<file path="src/rtl/vga_pkg.sv">
// Shared VGA timing defaults, coordinate type and the line/frame total helpers
// used by the output stage.
package vga_pkg;

    localparam int COORD_W = 10;
    typedef logic [COORD_W-1:0] coord_t;

    localparam int DEF_CLK_DIV  = 2;
    localparam int DEF_H_ACTIVE = 640;
    localparam int DEF_H_FP     = 16;
    localparam int DEF_H_SYNC   = 96;
    localparam int DEF_H_BP     = 48;
    localparam int DEF_V_ACTIVE = 480;
    localparam int DEF_V_FP     = 10;
    localparam int DEF_V_SYNC   = 2;
    localparam int DEF_V_BP     = 33;

    function automatic int h_total(input int active, input int fp, input int sync, input int bp);
        return active + fp + sync + bp;
    endfunction

    function automatic int v_total(input int active, input int fp, input int sync, input int bp);
        return active + fp + sync + bp;
    endfunction

endpackage

</file>
<file path="src/rtl/vga_output_stage_pixel_tick_gen.sv">
// Pixel-rate clock enable: one-cycle tick every CLK_DIV system clocks.
module pixel_tick_gen
    import vga_pkg::*;
#(
    parameter int CLK_DIV = DEF_CLK_DIV
) (
    input  logic clk,
    input  logic reset,
    output logic tick
);

    localparam int DIV_W = (CLK_DIV > 1) ? $clog2(CLK_DIV) : 1;

    logic [DIV_W-1:0] div;

    // With CLK_DIV=1 the divider is pinned at zero, so tick stays high.
    assign tick = (div == DIV_W'(CLK_DIV - 1));

    always_ff @(posedge clk) begin
        if (reset) begin
            div <= '0;
        end else if (tick) begin
            div <= '0;
        end else begin
            div <= div + 1'b1;
        end
    end

endmodule

</file>
<file path="src/rtl/vga_output_stage.sv">
// VGA raster timing and pin drive: counters advance on the pixel tick, while the
// colour/sync pin registers update every system clock one clk behind the counters.
module vga_output_stage
    import vga_pkg::*;
#(
    parameter int CLK_DIV  = DEF_CLK_DIV,
    parameter int H_ACTIVE = DEF_H_ACTIVE,
    parameter int H_FP     = DEF_H_FP,
    parameter int H_SYNC   = DEF_H_SYNC,
    parameter int H_BP     = DEF_H_BP,
    parameter int V_ACTIVE = DEF_V_ACTIVE,
    parameter int V_FP     = DEF_V_FP,
    parameter int V_SYNC   = DEF_V_SYNC,
    parameter int V_BP     = DEF_V_BP
) (
    input  logic               clk,
    input  logic               reset,
    input  logic [3:0]         red_in,
    input  logic [3:0]         green_in,
    input  logic [3:0]         blue_in,
    output logic [3:0]         vga_r,
    output logic [3:0]         vga_g,
    output logic [3:0]         vga_b,
    output logic               hsync,
    output logic               vsync,
    output logic [COORD_W-1:0] x,
    output logic [COORD_W-1:0] y,
    output logic               active,
    output logic               frame_start
);

    localparam int H_TOTAL = h_total(H_ACTIVE, H_FP, H_SYNC, H_BP);
    localparam int V_TOTAL = v_total(V_ACTIVE, V_FP, V_SYNC, V_BP);

    localparam coord_t H_LAST     = coord_t'(H_TOTAL - 1);
    localparam coord_t V_LAST     = coord_t'(V_TOTAL - 1);
    localparam coord_t H_VIS      = coord_t'(H_ACTIVE);
    localparam coord_t V_VIS      = coord_t'(V_ACTIVE);
    localparam coord_t HS_FIRST   = coord_t'(H_ACTIVE + H_FP);
    localparam coord_t HS_LAST    = coord_t'(H_ACTIVE + H_FP + H_SYNC - 1);
    localparam coord_t VS_FIRST   = coord_t'(V_ACTIVE + V_FP);
    localparam coord_t VS_LAST    = coord_t'(V_ACTIVE + V_FP + V_SYNC - 1);

    logic   tick;
    coord_t hcount;
    coord_t vcount;
    logic   hsync_next;
    logic   vsync_next;
    logic   at_frame_end;

    pixel_tick_gen #(
        .CLK_DIV (CLK_DIV)
    ) u_tick_gen (
        .clk   (clk),
        .reset (reset),
        .tick  (tick)
    );

    always_ff @(posedge clk) begin
        if (reset) begin
            hcount <= '0;
            vcount <= '0;
        end else if (tick) begin
            if (hcount == H_LAST) begin
                hcount <= '0;
                vcount <= (vcount == V_LAST) ? '0 : vcount + 1'b1;
            end else begin
                hcount <= hcount + 1'b1;
            end
        end
    end

    assign x            = hcount;
    assign y            = vcount;
    assign active       = (hcount < H_VIS) && (vcount < V_VIS);
    assign hsync_next   = !((hcount >= HS_FIRST) && (hcount <= HS_LAST));
    assign vsync_next   = !((vcount >= VS_FIRST) && (vcount <= VS_LAST));
    assign at_frame_end = tick && (hcount == H_LAST) && (vcount == V_LAST);

    // Pins sample the current counters every clk, so they trail x/y/active by one clk.
    always_ff @(posedge clk) begin
        if (reset) begin
            vga_r       <= '0;
            vga_g       <= '0;
            vga_b       <= '0;
            hsync       <= 1'b1;
            vsync       <= 1'b1;
            frame_start <= 1'b0;
        end else begin
            vga_r       <= active ? red_in   : 4'h0;
            vga_g       <= active ? green_in : 4'h0;
            vga_b       <= active ? blue_in  : 4'h0;
            hsync       <= hsync_next;
            vsync       <= vsync_next;
            frame_start <= at_frame_end;
        end
    end

endmodule

</file>
<file path="config.mk">
export PLATFORM = sky130hd
export DESIGN_NAME = vga_output_stage
export DESIGN_NICKNAME = d
export VERILOG_FILES = /design/src/rtl/vga_pkg.sv /design/src/rtl/vga_output_stage_pixel_tick_gen.sv /design/src/rtl/vga_output_stage.sv
export SDC_FILE = /design/constraint.sdc
export NUM_CORES = 1
export LEC_CHECK = 0
export CORE_ASPECT_RATIO = 1.5
export CORE_MARGIN = 2
export CORE_UTILIZATION = 48
export DETAILED_ROUTE_END_ITERATION = 8
export PLACE_DENSITY = 0.84
export SETUP_SLACK_MARGIN = 0.02
export SYNTH_ARGS = -nofsm -noshare
export SYNTH_HDL_FRONTEND = slang
export SYNTH_SLANG_ARGS = --single-unit
</file>
<file path="constraint.sdc">
create_clock -name clk -period 2.6 [get_ports clk]
set_clock_uncertainty 0.2 [all_clocks]
set_input_delay 0.26 -clock clk [delete_from_list [all_inputs] [get_ports clk]]
set_output_delay 0.26 -clock clk [all_outputs]
set_load 0.01 [all_outputs]
</file>
# After elaboration in Yosys (flattened, before gate mapping)
# Index checks and enable logic that the tools add are counted.
# totals
wordCells	33
output_inout_bits	36
input_bits	14
regBits	36
# classes
n_reduce_logical	10
muxes	2
magnitude_cmp	6
add_sub_neg	3
eq_ne	2
bitwise	1
# op_table
cell	count
adder 10 x 1 -> 10 bit, second input constant	2
== test 10 bit, second input constant	2
2-to-1 mux 10 bit	2
greater-or-equal comparator 10 bit, second input constant	1
greater-or-equal comparator 10 x 9 -> 1 bit, second input constant	1
less-or-equal comparator 10 bit, second input constant	1
less-or-equal comparator 10 x 9 -> 1 bit, second input constant	1
less-than comparator 10 bit, second input constant	1
less-than comparator 10 x 9 -> 1 bit, second input constant	1
logical AND 1 bit	5
OR reduction 2 bit	2
zero test 1 bit	2
AND reduction 2 bit	1
adder 1 bit, second input constant	1
NOT 1 bit	1

# Longest topological paths before layout
# logic_depth
ltp_word	4
mapped_depth	6
mapped_depth_nobuf	6

# Modules after synthesis
# A second synthesis with hierarchy kept.
# hier_totals
hier_cells	155
hier_area_um2	1505.2
# by_module_without_submodules
module	area_per_inst_um2	cells_per_inst	instances	seq_area_each_um2
vga_output_stage	1481.4	153	1	700.7
pixel_tick_gen	23.8	2	1	20.0

# Worst setup path after synthesis
# OpenSTA, ideal clock, no wires.
# synth_timing
kind	reg2reg
from	register hcount[0] (netlist: x[0])
to	register vcount[6] (netlist: y[6])
setup_ps	67
n_path_buf	0
arrival_time_ps	1603
setup_slack_ps	731
required_ps	2333
stages_incl_launch_ff	6
synth_period_minus_slack_ps	1869
cell_sequence	dfxtp_1 > ha_1 > and4bb_4 > nand4_4 > or3_1 > a21oi_2
# synth_between
elab_chain_len	2
# synth_lines
element	line_no	rtl
start: declaration	vga_output_stage.sv:45	coord_t hcount;
start signal: assignment	vga_output_stage.sv:68	hcount <= hcount + 1'b1;
== test 10 bit	vga_output_stage.sv:64	if (hcount == H_LAST) begin
AND reduction 2 bit (no source line)	-	
end signal: assignment	vga_output_stage.sv:66	vcount <= (vcount == V_LAST) ? '0 : vcount + 1'b1;
end: declaration	vga_output_stage.sv:46	coord_t vcount;
# No other way between the ends.
# A chain may end at the register's enable or synchronous reset.

# Final worst setup path
# layout_timing
from	register hcount[1] (netlist: x[1])
to	register vcount[3] (netlist: y[3])
# The elaborated chain is that of the path after synthesis.

==> results.txt <==
Status = finished clean
RSZ-0062 raised after global routing = false
Synth Instances = 156
Worst r2r src = x[1]
TritonRoute pass-1 iters = 4
Minimum clock period = 2.08 ns
Min-Delay Startpoint = x[9]
CTS Root Cell = clkbuf_8
Routed vias = 1,291
Rows = 24
Post-CTS Hold Buffers = 0
Number of port buffers = 49
Tot Pwr = 1050 uW
CTS tree = built
Max cap viols = 0
Post-CTS Repair Setup Buffers = 0
Wire per inst = 14.2 microns
Worst Tran Pin Value = 0.848 ns
Final period util = 0.800
Number of synthesized register bits = 36
First-pass GRT wire length = 5980 microns
Drt via density = 5.23
Max Transition Viols Final = 0
Core ar. = 2910 sq um
Total die area = 3510 sq um
Worst EP arrival = 2.04 ns
Die Ht = 71.6 microns
Die X = 49.0 microns
Final TNS setup = 0 ns
Initial antenna violation count = 0
Worst-Skew Late Latency = 0.29 ns
Seq/Total Area, Yosys = 0.494
VDD IR-drop max = 0.000411 V
Crit-path max FO = 9
Post-Syn Area per Cell = 9.36 sq um
Required time of the critical path = 2.56 ns
DRC Markers = 0
Synth cell types = 31
Initial Utilization = 0.501
Final ANT Viol Nets = 0
Final Worst Setup Slack = 0.521 ns
H-tree depth = 2
1st-iter DRT viols = 23
Critical Path Source Type = flip-flop
Top FF cell, synth = dfxtp_1
Ports = 50
All-Layer GR Usage = 0.224
Fillers = 249
Final setup vio count = 0
Post-synth ARST share = 0
Fmax = 481 MHz
Nets = 225
Layout cells sized above 1 = 0.0673
Register area = 721 sq um
Syn nets = 174
Netlist Area Pre-Place = 1460 sq um
Clk slew on worst S/H paths = 0.07 ns
Post-CTS sizing = 0
Fin. Hold Viols = 0
Sinks on the clock net = 36
HP Class = reg2reg
CP Launch Point = x[1]
Post-synth EDFFs = 0
Drt total wl = 3500 microns
Crit path kind = reg2reg
Clock tree buffer depth = 2
Slew margin rel. = 0.430
Post-DP HPWL = 2550 microns
GRT overflow = 0
Multi-input gate area = 699 sq um
P per Cell Area = 510 nW/um^2
Placer Congestion = 0.795
Vias in the first global route = 1,301
Total CTS buffers = 5
Final core occ = 0.710
Largest net degree at the start of global routing = 13
Crit end category = flip-flop
Layout area overhead = 41.6%
Place WS = 0.536 ns
Leakage = 0.000755 uW
Worst reg2reg path depth = 5
Number of diodes = 0
Synth warn = 0
Hold depth = 1
## per-layer routing
| layer | GRT usage | vias up | share of wire |
|---|---|---|---|
| li1 | - | 631 | - |
| met1 | 0.239 | 612 | 0.39 |
| met2 | 0.405 | 43 | 0.53 |
| met3 | 0.0625 | 5 | 0.058 |
| met4 | 0.105 | 0 | 0.018 |
| met5 | 0 | - | 0 |
## worst paths after layout
path / end / slack [ns]
setup / recovery: y[3] / 0.52
hold / removal: hsync / 0.28
setup reg to reg: y[3] / 0.52
hold reg to reg: hsync / 0.28
## cell type report
cell class                      instances  area share
Sequential cell                        36       0.349
Multi-Input combinational cell        111       0.338
Timing Repair Buffer                   49       0.237
Clock buffer                            6      0.0400
Tap cell                               39      0.0236
Inverter                                4     0.00726
Clock inverter                          2     0.00484
## critical path: stages (launching register included)
cell and delay [ns]:
dfxtp_1 0.44, ha_1 0.28, and4bb_4 0.32, nand3_1 0.19, o21bai_2 0.42, nor2_1 0.09
## cell families after synthesis
group | share of synthesized area
simple gates | 0.308
flops | 0.494
compound gates | 0.0583
xor+xnor | 0.0780
buf+inv | 0.0274
fa+ha+maj | 0.0343
## registers in the layout, indices dropped and copies added, names as in the netlist
register         cells
vga_r                4
u_tick_gen.tick      1
x                   10
vga_b                4
vga_g                4
vsync                1
hsync                1
y                   10
frame_start          1
## cell usage in the layout (no fill, tap or decap), drive strengths merged, types with 5 or more instances in the layout
cell type / instances
nand4: 8
xnor2: 7
clkbuf: 6
or3: 5
nand3: 6
nand2: 12
and2: 13
nor2: 19
clkdlybuf4s50: 49
dfxtp: 36
xor2: 6
a21oi: 7
o21ai: 7
nor3: 5
## power breakdown
group | leakage, uW | switching [uW] | internal [uW]
registers | 0.000294 | 10.1 | 565
clock network | 0.0000510 | 191 | 211
logic | 0.000410 | 29.4 | 48.4
total | 0.000755 | 230 | 825
## metrics by stage
stage | hold slack [ns] | cell area [sq um] | instances
after detailed placement | 0.264 | 1970 | 239
after global placement | 0.248 | 1970 | 239
after CTS | 0.278 | 2070 | 247
after global routing | 0.318 | 2070 | 247
final | 0.279 | 2070 | 247
after floorplan | 0.182 | 1460 | 156
## synth_stat cells (2+ instances only)
library cell  number  area, sq um
dfxtp_1           36          721
or3_1              5         31.3
nand4_1            6         37.5
clkbuf_1           2         7.51
nand2b_1           2         12.5
and2_1            12         75.1
buf_2              2         10.0
nor3_1             5         25.0
xnor2_1            7         61.3
nand3_1            6         30.0
ha_1               4         50.1
nor2_1            19         71.3
xor2_1             6         52.6
a21oi_1            6         30.0
and3_1             2         12.5
inv_1              4         15.0
o21ai_0            7         35.0
nand2_1           12         45.0
Note: power is estimated with default switching activity, not from simulation.
